<file path="src/rtl/execute_reg.sv">
// D->E pipeline register for the Y86-64 pipeline: it loads, holds (stall) or injects a NOP bubble.
// Optional macro E_PERF_CNT_EN adds saturating bubble and stall event counters.
module execute_reg #(
   parameter int DATA_W = 64,
   parameter int REG_W  = 4
) (
   input  logic              clk_i,
   input  logic              rst_i,
   input  logic              E_stall_i,
   input  logic              E_bubble_i,
   input  logic [REG_W-1:0]  d_stat_i,
   input  logic [REG_W-1:0]  d_icode_i,
   input  logic [REG_W-1:0]  d_ifun_i,
   input  logic [DATA_W-1:0] d_valC_i,
   input  logic [DATA_W-1:0] d_valA_i,
   input  logic [DATA_W-1:0] d_valB_i,
   input  logic [REG_W-1:0]  d_dstE_i,
   input  logic [REG_W-1:0]  d_dstM_i,
   input  logic [REG_W-1:0]  d_srcA_i,
   input  logic [REG_W-1:0]  d_srcB_i,
   output logic [REG_W-1:0]  E_stat_o,
   output logic [REG_W-1:0]  E_icode_o,
   output logic [REG_W-1:0]  E_ifun_o,
   output logic [DATA_W-1:0] E_valC_o,
   output logic [DATA_W-1:0] E_valA_o,
   output logic [DATA_W-1:0] E_valB_o,
   output logic [REG_W-1:0]  E_dstE_o,
   output logic [REG_W-1:0]  E_dstM_o,
   output logic [REG_W-1:0]  E_srcA_o,
   output logic [REG_W-1:0]  E_srcB_o,
`ifdef E_PERF_CNT_EN
   output logic [31:0]       E_bubble_cnt_o,
   output logic [31:0]       E_stall_cnt_o,
`endif
   output logic              E_valid_o
);

   // Y86-64 encodings used by the bubble image (mirrors define.v)
   localparam logic [REG_W-1:0] SBUB  = REG_W'(4'h0);
   localparam logic [REG_W-1:0] INOP  = REG_W'(4'h1);
   localparam logic [REG_W-1:0] RNONE = REG_W'(4'hF);

   logic [REG_W-1:0]  r_stat_p1;
   logic [REG_W-1:0]  r_icode_p1;
   logic [REG_W-1:0]  r_ifun_p1;
   logic [DATA_W-1:0] r_valC_p1;
   logic [DATA_W-1:0] r_valA_p1;
   logic [DATA_W-1:0] r_valB_p1;
   logic [REG_W-1:0]  r_dstE_p1;
   logic [REG_W-1:0]  r_dstM_p1;
   logic [REG_W-1:0]  r_srcA_p1;
   logic [REG_W-1:0]  r_srcB_p1;
   logic              r_vld_p1;

   // Reset and bubble share one image; bubble overrides stall
   always_ff @(posedge clk_i) begin
      if (rst_i || E_bubble_i) begin
         r_stat_p1  <= SBUB;
         r_icode_p1 <= INOP;
         r_ifun_p1  <= '0;
         r_valC_p1  <= '0;
         r_valA_p1  <= '0;
         r_valB_p1  <= '0;
         r_dstE_p1  <= RNONE;
         r_dstM_p1  <= RNONE;
         r_srcA_p1  <= RNONE;
         r_srcB_p1  <= RNONE;
         r_vld_p1   <= 1'b0;
      end else if (!E_stall_i) begin
         r_stat_p1  <= d_stat_i;
         r_icode_p1 <= d_icode_i;
         r_ifun_p1  <= d_ifun_i;
         r_valC_p1  <= d_valC_i;
         r_valA_p1  <= d_valA_i;
         r_valB_p1  <= d_valB_i;
         r_dstE_p1  <= d_dstE_i;
         r_dstM_p1  <= d_dstM_i;
         r_srcA_p1  <= d_srcA_i;
         r_srcB_p1  <= d_srcB_i;
         r_vld_p1   <= 1'b1;
      end
   end

   assign E_stat_o  = r_stat_p1;
   assign E_icode_o = r_icode_p1;
   assign E_ifun_o  = r_ifun_p1;
   assign E_valC_o  = r_valC_p1;
   assign E_valA_o  = r_valA_p1;
   assign E_valB_o  = r_valB_p1;
   assign E_dstE_o  = r_dstE_p1;
   assign E_dstM_o  = r_dstM_p1;
   assign E_srcA_o  = r_srcA_p1;
   assign E_srcB_o  = r_srcB_p1;
   assign E_valid_o = r_vld_p1;

`ifdef E_PERF_CNT_EN
   function automatic logic [31:0] sat_inc(input logic [31:0] v);
      return (v == 32'hFFFF_FFFF) ? v : v + 32'd1;
   endfunction

   logic [31:0] r_bubble_cnt;
   logic [31:0] r_stall_cnt;

   // A bubble+stall edge counts only as a bubble, matching what the register did
   always_ff @(posedge clk_i) begin
      if (rst_i) begin
         r_bubble_cnt <= '0;
         r_stall_cnt  <= '0;
      end else begin
         if (E_bubble_i)
            r_bubble_cnt <= sat_inc(r_bubble_cnt);
         if (E_stall_i && !E_bubble_i)
            r_stall_cnt <= sat_inc(r_stall_cnt);
      end
   end

   assign E_bubble_cnt_o = r_bubble_cnt;
   assign E_stall_cnt_o  = r_stall_cnt;
`endif

endmodule
</file>
<file path="config.mk">
export PLATFORM = sky130hd
export DESIGN_NAME = execute_reg
export DESIGN_NICKNAME = d
export VERILOG_FILES = /design/src/rtl/execute_reg.sv
export SDC_FILE = /design/constraint.sdc
export NUM_CORES = 1
export LEC_CHECK = 0
export ABC_AREA = 1
export BUFFER_PORTS_ARGS = -buffer_cell sky130_fd_sc_hd__clkbuf_2
export CAP_MARGIN = 20
export CORE_AREA = 4 4 171 173
export CTS_CLUSTER_DIAMETER = 80
export DETAILED_ROUTE_END_ITERATION = 7
export DIE_AREA = 0 0 175 177
export PLACE_DENSITY_LB_ADDON = 0.05
export SLEW_MARGIN = 20
export SYNTH_ARGS = -nofsm -noshare
export SYNTH_HDL_FRONTEND = slang
export SYNTH_SLANG_ARGS = --single-unit
export TNS_END_PERCENT = 10
</file>
<file path="constraint.sdc">
create_clock -name clk_i -period 1.37 [get_ports clk_i]
set_clock_uncertainty 0.1 [all_clocks]
set_input_delay 0.3425 -clock clk_i [delete_from_list [all_inputs] [get_ports clk_i]]
set_output_delay 0.3425 -clock clk_i [all_outputs]
set_load 0.02 [all_outputs]
</file>
==> qor.yml <==
numCtsBuffers: 26
rsz0062_at_grt: "yes"
numPortBuffers: 444
setup.worst_path.end_class: "output port"
layout.cells.non_filler: 2427
dp_slack_ns: 0.002548
path_max_fanout: 2
yosysTopAreaCell: "dfxtp_1"
finalSetupViolations: 221
final.period_utilization_pct: 105.6
yosysMostFrequentCell: "nand2_1"
finalInstanceArea_um2: 17400
ys_top_cells_by_count: "nand2_1, nor2_1, dfxtp_1, inv_1, buf_2"
path_cells: "buf_8"
start_kind: "flop"
fin_util_pct: 62.99
pwr-share-clk_pct: 41.7
worstMarginPinSlew_ns: 0.2562
yosysWarnings: 0
gp_congestion: 0.7950
max-slew-margin-rel_pct: 82.86
finalCriticalPeriod_ns: 1.446
dp_hpwl_um: 22370
synth_area_um2: 8826
drc_errors: 0
p_seq_share_pct: 39.9
crit_path_top_delay_cell: "dfxtp_4"
cp-endpoint: "E_valC_o[6]"
start_util_pct: 31.94
path_depth: 1
root_buffer: "clkbuf_16"
yosys-top-cells-area: "dfxtp_1, nand2_1, nor2_1, inv_1, buf_2"
cp_num_buf_inv: 1
avgSynthCellArea_um2: 6.480
p_per_area_nw_per_um2: 1012
grt.total_usage_pct: 20.49
r2r_setup_slack_ns: 0.49
sw_frac_of_total_pct: 25.25
drive_gt1_share_pct: 36.96
die_x_um: 175
syn_inst: 1362
fp-row-count: 61
whs_ns: 0.1129
switchingPower_uw: 4445
cts_tree: "done"
coreArea_um2: 27630
drv_slew: 0
dr.pass1.iters: 5
placed_area_um2: 11760
status: "complete, but fails checks"
io_pins: 445
fp.dieArea_um2: 30980
p_int_uw: 13160
cp.required_ns: 0.93
ant_nets: 0
vias: 9985
finalHoldViolCount: 0
synthArstFlopShare_pct: 0
grt_overflow: 0
critPathTopFamily: "flip-flops"
cp_data_arrival_time_ns: 1.00
seq_area_frac_synth_pct: 50.13
final_nets: 2253
reg2reg_from: "E_valB_o[17]"
cap_violations: 0
critPathKind: "flop to output port"
synth_seq_cells: 221
placed_cells: 2155
wl_per_cell_um: 13.60
cts_buffer_depth: 3
synth_edf_count: 0
grt_pass1_wl_um: 52230
leakage_uw: 0.008495
areaGrowthSynthToFinish_pct: 97.19
violations: "negative setup slack"
die_h_um: 177
critPathMaxStageDelay_ns: 0.36
combPwrFrac_pct: 18.4
routed_wirelength_um: 33000
ys.flop_type: "dfxtp_1"
clk-insertion-delay-late_ns: 0.51
clk_pin_slew_ns: 0.06
whs_path_depth: 3
grt_pass1_vias: 10300
antenna_found_initial: 1
fmax_ghz: 0.6914
worstHoldPathType: "input pin to flop"
ys_types: 12
layout_setup_ws_ns: -0.07641
cts_sinks: 221
synthesis.nets: 1586
viasPerCell: 4.114
startpoint: "E_valC_o[6]"
drt_iter0_markers: 371
grt_max_degree: 49
htree_levels: 1
synth_top_area_share_pct: 50.13
vdd_drop_max_mv: 0.8520
r2r_cells: 5
timing.rr.end: "E_valB_o[17]"
-- power by group through the flow --
stage | Combinational [uW] | Clock, uW | Sequential [uW]
5_1_grt | 3530 | 7820 | 7050
3_3_place_gp | 2170 | 0 | 6990
6_report | 3240 | 7350 | 7020
3_5_place_dp | 2180 | 0 | 7000
2_1_floorplan | 862 | 0 | 7330
4_1_cts | 3110 | 7590 | 6950
-- cell usage in the layout (no fill, tap or decap) --
cell type      instances
dlygate4sd3_1        220
nor2_1               406
clkbuf_8               5
clkinv_2               7
dfxtp_2              220
clkbuf_1               3
nand3_1               17
buf_12                21
nand2_1              440
dfxtp_4                1
clkbuf_2             222
o21a_1                 1
diode_2                1
clkinvlp_4             1
inv_1                203
clkinv_1               1
clkbuf_16             27
bufinv_16              4
nor2_4                 1
buf_4                 26
buf_8                222
-- area by class of cell --
cell class | count | area (um^2)
Clock inverter | 12 | 162.7
Antenna cell | 1 | 2.502
Tap cell | 378 | 473.0
Clock buffer | 35 | 755.7
Fill cell | 2382 | 10220
Multi-Input combinational cell | 865 | 3279
Sequential cell | 221 | 4703
Timing Repair Buffer | 711 | 7262
Inverter | 204 | 765.7
-- how the worst min path moves through the flow --
stage                     start          end  slack (ns)
floorplan           d_dstE_i[0]  E_dstE_o[0]        0.36
global placement      E_valid_o    E_valid_o        0.35
detailed placement  E_dstM_o[3]  E_dstM_o[3]        0.36
CTS                   E_stall_i    E_valid_o        0.10
global route          E_stall_i  E_srcB_o[2]        0.13
finish                E_stall_i    E_valid_o        0.11
-- cell families after synthesis --
kind of cell    after synthesis  share of synthesized area (%)
flops                       221                          50.13
simple gates                864                          37.01
buf+inv                     276                          12.77
compound gates                1                        0.08509
-- repair_timing --
action,4_1_cts,5_1_grt
gates cloned,0,0
setup buffers,0,4
hold buffers,220,0
endpoints found under the hold margin,220,0
endpoints found under the setup margin,221,221
resized for setup,663,222
-- registers in the layout (all words and copies together) (netlist names) --
name and cells:
E_srcB_o 4, E_dstE_o 4, E_valC_o 64, E_valB_o 64, E_icode_o 4, E_ifun_o 4, E_valid_o 1, E_valA_o 64
E_stat_o 4, E_srcA_o 4, E_dstM_o 4
-- per-layer routing --
layer | up-vias | global-route usage (%) | share of wire (%)
met5 | - | 0 | 0
met4 | 0 | 7.463 | 3.9
met3 | 71 | 6.366 | 8.0
met2 | 345 | 37.94 | 51
met1 | 4364 | 21.96 | 37
li1 | 5205 | - | -
-- per-stage QoR --
step | power [uW] | setup TNS [ns]
after CTS | 17650 | -20.61
final | 17610 | -10.37
after detailed placement | 9172 | 0
after global routing | 18400 | -19.51
after floorplan | 8187 | 0
after global placement | 9157 | 0
Power figures use the tool's default switching activity.
